===== src/rtl/hdmi_audio_pkg.sv =====
// Shared types and field positions for the HDMI audio sample packet decoder.
package hdmi_audio_pkg;

  localparam logic [7:0]  HDR_TYPE_AUDIO_SAMPLE = 8'd2;
  localparam int unsigned CS_LENGTH_DEFAULT     = 192;

  localparam int unsigned HDR_PRESENT_LSB = 8;
  localparam int unsigned HDR_LAYOUT_BIT  = 12;
  localparam int unsigned HDR_B_LSB       = 20;

  localparam int unsigned SAMPLE_W      = 24;
  localparam int unsigned SUB_LEFT_LSB  = 0;
  localparam int unsigned SUB_RIGHT_LSB = 24;
  localparam int unsigned SUB_VL        = 48;
  localparam int unsigned SUB_UL        = 49;
  localparam int unsigned SUB_CL        = 50;
  localparam int unsigned SUB_PL        = 51;
  localparam int unsigned SUB_VR        = 52;
  localparam int unsigned SUB_UR        = 53;
  localparam int unsigned SUB_CR        = 54;
  localparam int unsigned SUB_PR        = 55;

  typedef struct packed {
    logic [23:0] left;
    logic [23:0] right;
    logic [1:0]  valid_bits;
  } audio_sample_t;

  typedef enum logic {
    IDLE,
    UNPACK
  } asp_state_t;

  function automatic logic [15:0] sat_inc(input logic [15:0] v);
    return (v == 16'hFFFF) ? v : v + 16'd1;
  endfunction

endpackage


===== src/rtl/audio_sample_packet_decoder_if.sv =====
// Packet-in and sample-out handshake bundle of the audio sample packet decoder.
interface audio_sample_packet_decoder_if;
  logic             pkt_valid;
  logic             pkt_ready;
  logic [23:0]      header;
  logic [3:0][55:0] sub;
  logic             smp_valid;
  logic             smp_ready;
  logic [23:0]      smp_left;
  logic [23:0]      smp_right;
  logic [1:0]       smp_valid_bits;

  modport master (
    output pkt_valid, header, sub, smp_ready,
    input  pkt_ready, smp_valid, smp_left, smp_right, smp_valid_bits
  );

  modport slave (
    input  pkt_valid, header, sub, smp_ready,
    output pkt_ready, smp_valid, smp_left, smp_right, smp_valid_bits
  );
endinterface


===== src/rtl/audio_sample_fifo.sv =====
// First-word-fall-through sample FIFO; a push into a full FIFO succeeds when a pop happens on the same edge.
module audio_sample_fifo
  import hdmi_audio_pkg::*;
#(
  parameter int unsigned DEPTH = 16
) (
  input  logic          clk_pixel,
  input  logic          reset_n,
  input  logic          push,
  input  audio_sample_t wr_data,
  input  logic          pop,
  output audio_sample_t rd_data,
  output logic          full,
  output logic          empty
);

  localparam int unsigned AW = $clog2(DEPTH);
  localparam logic [AW:0] FULL_CNT = (AW+1)'(DEPTH);

  audio_sample_t   mem [DEPTH];
  logic [AW-1:0]   wr_ptr;
  logic [AW-1:0]   rd_ptr;
  logic [AW:0]     count;
  logic            do_push;
  logic            do_pop;

  assign empty   = (count == '0);
  assign full    = (count == FULL_CNT);
  assign do_pop  = pop && !empty;
  assign do_push = push && (!full || do_pop);
  assign rd_data = empty ? '0 : mem[rd_ptr];

  always_ff @(posedge clk_pixel or negedge reset_n) begin
    if (!reset_n) begin
      wr_ptr <= '0;
      rd_ptr <= '0;
      count  <= '0;
    end else begin
      if (do_push) wr_ptr <= wr_ptr + AW'(1);
      if (do_pop)  rd_ptr <= rd_ptr + AW'(1);
      case ({do_push, do_pop})
        2'b10:   count <= count + (AW+1)'(1);
        2'b01:   count <= count - (AW+1)'(1);
        default: ;
      endcase
    end
  end

  always_ff @(posedge clk_pixel) begin
    if (do_push) mem[wr_ptr] <= wr_data;
  end

endmodule


===== src/rtl/audio_sample_packet_decoder.sv =====
// HDMI 2-channel L-PCM audio sample packet decoder: unpacks samples into a FIFO and rebuilds channel-status blocks.
// Define ASP_PARITY_CHECK_EN to drop slots with bad per-channel parity and count them in err_parity.
module audio_sample_packet_decoder
  import hdmi_audio_pkg::*;
#(
  parameter int unsigned FIFO_DEPTH = 16,
  parameter int unsigned CS_LENGTH  = CS_LENGTH_DEFAULT
) (
  input  logic                     clk_pixel,
  input  logic                     reset_n,
  audio_sample_packet_decoder_if.slave bus,
  output logic [CS_LENGTH-1:0]     cs_left,
  output logic [CS_LENGTH-1:0]     cs_right,
  output logic                     cs_strobe,
  output logic                     cs_locked,
  output logic [15:0]              err_parity,
  output logic [15:0]              err_overflow,
  output logic [15:0]              err_sync
);

  localparam int unsigned           IDX_W    = $clog2(CS_LENGTH);
  localparam logic [IDX_W-1:0]      LAST_IDX = IDX_W'(CS_LENGTH - 1);

  asp_state_t           state;
  asp_state_t           state_nxt;
  logic [1:0]           slot;
  logic [3:0]           present_q;
  logic [3:0]           b_q;
  logic [3:0][55:0]     sub_q;
  logic [55:0]          cur;
  logic [IDX_W-1:0]     frame_idx;
  logic [IDX_W-1:0]     idx_nxt;
  logic [CS_LENGTH-1:0] work_l;
  logic [CS_LENGTH-1:0] work_r;
  logic [CS_LENGTH-1:0] work_l_nxt;
  logic [CS_LENGTH-1:0] work_r_nxt;
  logic                 accept_ok;
  logic                 present;
  logic                 b_flag;
  logic                 par_l;
  logic                 par_r;
  logic                 par_ok;
  logic                 push_req;
  logic                 pop;
  logic                 fifo_full;
  logic                 fifo_empty;
  logic                 overflow;
  logic                 sync_err;
  logic                 commit;
  logic                 unused_hdr;
  audio_sample_t        wr_data;
  audio_sample_t        head;

  assign accept_ok  = (bus.header[7:0] == HDR_TYPE_AUDIO_SAMPLE) && !bus.header[HDR_LAYOUT_BIT];
  assign unused_hdr = ^{bus.header[19:16], bus.header[15:13]};
  assign bus.pkt_ready = (state == IDLE);
  assign cur = sub_q[slot];

  assign par_l = ^{cur[SUB_PL], cur[SUB_CL], cur[SUB_UL], cur[SUB_VL], cur[SUB_LEFT_LSB +: SAMPLE_W]};
  assign par_r = ^{cur[SUB_PR], cur[SUB_CR], cur[SUB_UR], cur[SUB_VR], cur[SUB_RIGHT_LSB +: SAMPLE_W]};
`ifdef ASP_PARITY_CHECK_EN
  assign par_ok = !par_l && !par_r;
`else
  logic unused_parity;
  assign unused_parity = par_l ^ par_r;
  assign par_ok = 1'b1;
`endif

  always_ff @(posedge clk_pixel or negedge reset_n) begin
    if (!reset_n) state <= IDLE;
    else          state <= state_nxt;
  end

  always_comb begin
    state_nxt  = state;
    present    = 1'b0;
    b_flag     = 1'b0;
    idx_nxt    = frame_idx;
    work_l_nxt = work_l;
    work_r_nxt = work_r;
    case (state)
      IDLE: begin
        if (bus.pkt_valid && accept_ok) state_nxt = UNPACK;
      end
      UNPACK: begin
        present = present_q[slot];
        b_flag  = b_q[slot];
        if (slot == 2'd3) state_nxt = IDLE;
      end
    endcase
    // The index advances for every present slot, whether or not its sample reaches the FIFO.
    if (present) begin
      if (b_flag || frame_idx == LAST_IDX) idx_nxt = '0;
      else                                 idx_nxt = frame_idx + IDX_W'(1);
      work_l_nxt[idx_nxt] = cur[SUB_CL];
      work_r_nxt[idx_nxt] = cur[SUB_CR];
    end
  end

  assign pop      = bus.smp_valid && bus.smp_ready;
  assign push_req = present && par_ok;
  assign overflow = push_req && fifo_full && !pop;
  assign sync_err = present && b_flag && cs_locked && (frame_idx != LAST_IDX);
  assign commit   = present && cs_locked && (idx_nxt == LAST_IDX);

  assign wr_data = '{left:       cur[SUB_LEFT_LSB +: SAMPLE_W],
                     right:      cur[SUB_RIGHT_LSB +: SAMPLE_W],
                     valid_bits: {cur[SUB_VR], cur[SUB_VL]}};

  always_ff @(posedge clk_pixel or negedge reset_n) begin
    if (!reset_n) begin
      slot         <= '0;
      present_q    <= '0;
      b_q          <= '0;
      sub_q        <= '0;
      frame_idx    <= '0;
      work_l       <= '0;
      work_r       <= '0;
      cs_left      <= '0;
      cs_right     <= '0;
      cs_strobe    <= 1'b0;
      cs_locked    <= 1'b0;
      err_overflow <= '0;
      err_sync     <= '0;
    end else begin
      cs_strobe <= commit;
      if (state == IDLE) begin
        slot <= '0;
        if (bus.pkt_valid) begin
          present_q <= bus.header[HDR_PRESENT_LSB +: 4];
          b_q       <= bus.header[HDR_B_LSB +: 4];
          sub_q     <= bus.sub;
        end
      end else begin
        slot <= slot + 2'd1;
      end
      if (present) begin
        frame_idx <= idx_nxt;
        work_l    <= work_l_nxt;
        work_r    <= work_r_nxt;
        if (b_flag) cs_locked <= 1'b1;
      end
      // Copy includes the bit captured on this same edge.
      if (commit) begin
        cs_left  <= work_l_nxt;
        cs_right <= work_r_nxt;
      end
      if (sync_err) err_sync     <= sat_inc(err_sync);
      if (overflow) err_overflow <= sat_inc(err_overflow);
    end
  end

`ifdef ASP_PARITY_CHECK_EN
  always_ff @(posedge clk_pixel or negedge reset_n) begin
    if (!reset_n)                err_parity <= '0;
    else if (present && !par_ok) err_parity <= sat_inc(err_parity);
  end
`else
  assign err_parity = '0;
`endif

  audio_sample_fifo #(.DEPTH(FIFO_DEPTH)) u_fifo (
    .clk_pixel (clk_pixel),
    .reset_n   (reset_n),
    .push      (push_req),
    .wr_data   (wr_data),
    .pop       (pop),
    .rd_data   (head),
    .full      (fifo_full),
    .empty     (fifo_empty)
  );

  assign bus.smp_valid      = !fifo_empty;
  assign bus.smp_left       = head.left;
  assign bus.smp_right      = head.right;
  assign bus.smp_valid_bits = head.valid_bits;

endmodule


===== src/flat_wrapper.sv =====
// flat-port wrapper written by rule: the top's interface ports become plain ports
module audio_sample_packet_decoder_flat import hdmi_audio_pkg::*;
#(
  parameter int unsigned FIFO_DEPTH = 16,
  parameter int unsigned CS_LENGTH  = CS_LENGTH_DEFAULT
)
  (clk_pixel, reset_n, cs_left, cs_right, cs_strobe, cs_locked, err_parity, err_overflow, err_sync, bus_pkt_valid, bus_header, bus_sub, bus_smp_ready, bus_pkt_ready, bus_smp_valid, bus_smp_left, bus_smp_right, bus_smp_valid_bits);
  audio_sample_packet_decoder_if bus_i ();
  input  logic clk_pixel;
  input  logic reset_n;
  output logic [CS_LENGTH-1:0] cs_left;
  output logic [CS_LENGTH-1:0] cs_right;
  output logic cs_strobe;
  output logic cs_locked;
  output logic [15:0] err_parity;
  output logic [15:0] err_overflow;
  output logic [15:0] err_sync;
  input wire logic [$bits(bus_i.pkt_valid)-1:0] bus_pkt_valid;
  input wire logic [$bits(bus_i.header)-1:0] bus_header;
  input wire logic [$bits(bus_i.sub)-1:0] bus_sub;
  input wire logic [$bits(bus_i.smp_ready)-1:0] bus_smp_ready;
  output wire logic [$bits(bus_i.pkt_ready)-1:0] bus_pkt_ready;
  output wire logic [$bits(bus_i.smp_valid)-1:0] bus_smp_valid;
  output wire logic [$bits(bus_i.smp_left)-1:0] bus_smp_left;
  output wire logic [$bits(bus_i.smp_right)-1:0] bus_smp_right;
  output wire logic [$bits(bus_i.smp_valid_bits)-1:0] bus_smp_valid_bits;
  assign bus_i.pkt_valid = bus_pkt_valid;
  assign bus_i.header = bus_header;
  assign bus_i.sub = bus_sub;
  assign bus_i.smp_ready = bus_smp_ready;
  assign bus_pkt_ready = bus_i.pkt_ready;
  assign bus_smp_valid = bus_i.smp_valid;
  assign bus_smp_left = bus_i.smp_left;
  assign bus_smp_right = bus_i.smp_right;
  assign bus_smp_valid_bits = bus_i.smp_valid_bits;
  audio_sample_packet_decoder #(.FIFO_DEPTH(FIFO_DEPTH), .CS_LENGTH(CS_LENGTH)) u_core (.clk_pixel(clk_pixel), .reset_n(reset_n), .bus(bus_i), .cs_left(cs_left), .cs_right(cs_right), .cs_strobe(cs_strobe), .cs_locked(cs_locked), .err_parity(err_parity), .err_overflow(err_overflow), .err_sync(err_sync));
endmodule

===== config.mk =====
export PLATFORM = sky130hd
export DESIGN_NAME = audio_sample_packet_decoder_flat
export DESIGN_NICKNAME = d
export VERILOG_FILES = /design/src/rtl/hdmi_audio_pkg.sv /design/src/rtl/audio_sample_packet_decoder_if.sv /design/src/rtl/audio_sample_fifo.sv /design/src/rtl/audio_sample_packet_decoder.sv /design/src/flat_wrapper.sv
export SDC_FILE = /design/constraint.sdc
export NUM_CORES = 2
export LEC_CHECK = 0
export BUFFER_PORTS_ARGS = -buffer_cell sky130_fd_sc_hd__buf_2
export CORE_ASPECT_RATIO = 0.75
export CORE_UTILIZATION = 53
export CTS_BUF_LIST = sky130_fd_sc_hd__clkbuf_16
export DETAILED_ROUTE_END_ITERATION = 16
export PLACE_DENSITY = 0.86
export SYNTH_ARGS = -nofsm -noshare
export SYNTH_HDL_FRONTEND = slang
export SYNTH_SLANG_ARGS = --single-unit

===== constraint.sdc =====
create_clock -name clk_pixel -period 3.5 [get_ports clk_pixel]
set_input_delay 0.35 -clock clk_pixel [delete_from_list [all_inputs] [get_ports clk_pixel]]
set_output_delay 0.35 -clock clk_pixel [all_outputs]
set_load 0.03 [all_outputs]

==> metrics.csv <==
metric;value;unit
worst-path-buf-inv;4;
die-area;0.138;sq mm
globalplace.congestion;0.891;
slew_viol_final;0;
track_usage;33.3;%
cts_root_buf;clkbuf_16;
r2r_start;u_core.slot[0];
via_per_inst;6.28;
drc;0;
path_delay_family;multiplexers;
overflow;0;
place_area;0.0793;sq mm
startpoint;u_core.u_fifo.rd_ptr[0];
ys_seq_area_share;69.3;%
synth_edf_count;800;
die_width;428;um
htree_levels;4;
cts_tree;done;
cts_sinks;1842;
crit_fanout;8;
p_leak;41.6;nW
timing.final.ws_setup;-0.236;ns
async_flop_share;56.6;%
cap_violations;0;
power_density;625;mW/mm^2
hold_viol_final;0;
area_growth;21.6;%
reg2reg_depth;9;
fp.dieH;322;um
fin_crit_sh;107;%
start_util;53.8;%
synth_cells;4659;
multiInputGateArea;0.0199;sq mm
crit_chain;buf_12 -> buf_8 -> buf_16 -> mux4_2 -> mux4_2 -> and2_1 -> buf_2;
port-buffer-count;698;
layoutNonFillerInstCount;7635;
stdcell_area;0.0879;sq mm
dpl.hpwl;127000;um
antenna_found_initial;15;
r2r_slack;0.13;ns
coreArea;0.134;sq mm
critPathCapture;bus_smp_left[22];
layout.area.seq;0.0501;sq mm
avgSynthCellArea;15.5;sq um
fin_nets;5978;
clkSlewWorstSetupHoldPaths;0.07;ns
finalSetupViolCount;43;
numCtsBuffers;165;
cpMostUsedCell;mux4_2;
clock-skew-final;0.0625;ns
worstReg2RegEnd;u_core.cs_left[109];
synthFlopType;dfrtp_1;
insertion_delay;0.81;ns
fmax;268;MHz
clockBufferDepth;3;
violations;setup timing;
grt_pass1_vias;49353;
path_depth;7;
slowest_delay;0.61;ns
vdd_ir_drop_max;0.000595;V
power;55.0;mW
drive_above_1_share;30.7;%
slew_headroom;34.8;%
rows;116;
grt_max_degree;204;
worst_pin_slew;0.971;ns
start_kind;flip-flop;
dr_total_vias;47933;
wl_per_cell;30.6;um
required;3.15;ns
io_pins;738;
critical_path_class;reg -> out;
grt_pass1_wl;332000;um
hold_path.class;in -> reg;
synth.distinct_cells;51;
drt_iter0_drc;6195;
status;complete, but fails checks;
fin_util;65.4;%
layout_min_cycle_time;3.74;ns
end_kind;output port;
finalWirelength;234000;um
first_pass_iters;6;
dp.cells;7053;
netlist_area;0.0723;sq mm
critPathArrivalTime;3.39;ns
rsz0062_at_grt;yes;
ys_warn_count;0;
synth_seq_cells;1842;
fillCellCount;8362;
ant_nets;0;
cp_slowest_cell;mux4_2;
==> timing repair <==
action,4_1_cts,5_1_grt
gates cloned,16,4
hold endpoints to repair,257,0
gates resized for setup,90,28
endpoints found under the setup margin,50,66
buffers inserted,24,2
hold buffers,221,0
==> cell usage after synthesis, types with 2 or more instances <==
library cell,number,area share [%]
nor2_1,26,0.14
nand4_1,17,0.15
o21ai_1,350,2.4
mux2i_1,352,4.9
a31oi_1,6,0.052
or4_1,2,0.021
nor3b_1,2,0.021
ha_1,11,0.19
nor4_1,2,0.017
buf_4,17,0.18
nand2_1,571,3.0
nor4b_1,2,0.024
nand3b_1,2,0.021
and3_1,10,0.087
nor4_2,10,0.17
mux2_2,285,4.4
or2_2,2,0.017
and4_1,3,0.036
nand2b_1,4,0.035
buf_1,39,0.20
nand3_1,16,0.11
o22ai_1,2,0.017
buf_6,2,0.031
and2_1,86,0.74
dfrtp_1,1042,36
xnor2_1,35,0.42
mux4_2,302,9.4
nor3_1,18,0.12
o21a_1,5,0.052
edfxtp_1,800,33
a21oi_1,7,0.048
xor2_1,15,0.18
clkbuf_1,144,0.75
nor2b_1,3,0.026
o21ai_0,17,0.12
inv_1,359,1.9
buf_2,79,0.55
==> worst register-to-register path: cells and delay by family, from the launching register on <==
| kind | cells | cell delay (ns) |
|---|---|---|
| DFF | 1 | 0.44 |
| buffers and inverters | 2 | 0.57 |
| AOI/OAI and AO/OA | 2 | 0.48 |
| and+or+nand+nor | 3 | 0.77 |
| muxes | 2 | 0.98 |
==> layout make-up <==
cell class	instances	area share [%]
clock inverter	135	1.01
clock buffer	169	4.81
inverter	359	1.53
multi-input combinational	2192	22.6
timing repair buffer	1155	10.5
antenna	13	0.0370
sequential	1842	57.0
tap	1770	2.52
==> sequential cells by signal, summed over array words and instances (netlist names), 5 cells and up <==
signal / count
u_core.cs_left: 192
u_core.cs_right: 192
u_core.err_overflow: 16
u_core.err_sync: 16
u_core.frame_idx: 8
u_core.sub_q: 208
u_core.u_fifo.count: 5
u_core.u_fifo.mem: 800
u_core.work_l: 192
u_core.work_r: 192
==> per-layer routing <==
metal / up-vias / track usage (%) / wire length, um / share of wire (%)
li1: 18718 / - / - / -
met1: 24102 / 38.7 / 77000 / 33
met2: 3910 / 53.5 / 112000 / 48
met3: 1199 / 7.70 / 23200 / 9.9
met4: 4 / 27.1 / 21600 / 9.3
met5: - / 0 / 28 / 0.012
==> worst min-delay path by stage <==
stage,to,slack (ns),cells past startpoint,start
2_1_floorplan,u_core.b_q[0],0.05,0,reset_n
3_3_place_gp,u_core.err_sync[14],0.46,1,reset_n
3_5_place_dp,u_core.err_sync[12],0.47,1,reset_n
4_1_cts,u_core.present_q[0],0.11,3,bus_pkt_valid
5_1_grt,u_core.b_q[1],0.15,3,bus_pkt_valid
6_report,u_core.b_q[1],0.19,3,bus_pkt_valid
==> metrics by stage <==
| step | setup TNS (ns) | worst slack [ns] | hold WS, ns |
|---|---|---|---|
| 2_1_floorplan | 0 | 0.284 | 0.0544 |
| 3_3_place_gp | 0 | 0.184 | 0.462 |
| 3_5_place_dp | 0 | 0.152 | 0.467 |
| 4_1_cts | -3.05 | -0.120 | 0.107 |
| 5_1_grt | -4.86 | -0.254 | 0.149 |
| 6_report | -3.12 | -0.236 | 0.186 |
==> power breakdown <==
group | switching (mW) | internal (mW)
combinational | 7.12 | 6.26
clock | 8.72 | 9.27
sequential | 0.526 | 23.1
==> logic make-up (layout without fill, tap and decap cells) <==
| logic type | after synthesis | count (layout) | share of synthesized area (%) |
|---|---|---|---|
| XOR/XNOR | 50 | 50 | 0.606 |
| AND/OR/NAND/NOR | 781 | 781 | 4.78 |
| flip-flops | 1842 | 1842 | 69.3 |
| adder cells (fa/ha/maj) | 11 | 11 | 0.190 |
| other | 1 | 29 | 0.00519 |
| multiplexers | 939 | 939 | 18.7 |
| buffers and inverters | 640 | 1818 | 3.57 |
| AO/OA/AOI/OAI | 395 | 395 | 2.82 |
==> layout by cell type (no fill, tap or decap), types with 35 or more instances in the layout <==
master and instances:
o21ai_1 350, and2_1 56, inv_1 413, mux2i_1 352
clkbuf_16 173, xnor2_1 35, dfrtp_1 1036, mux2_2 285
nand2_1 571, dlygate4sd3_1 221, buf_2 660, buf_4 138
clkinv_1 37, edfxtp_1 800, mux4_2 302, buf_12 77
(Power assumes the default switching activity.)
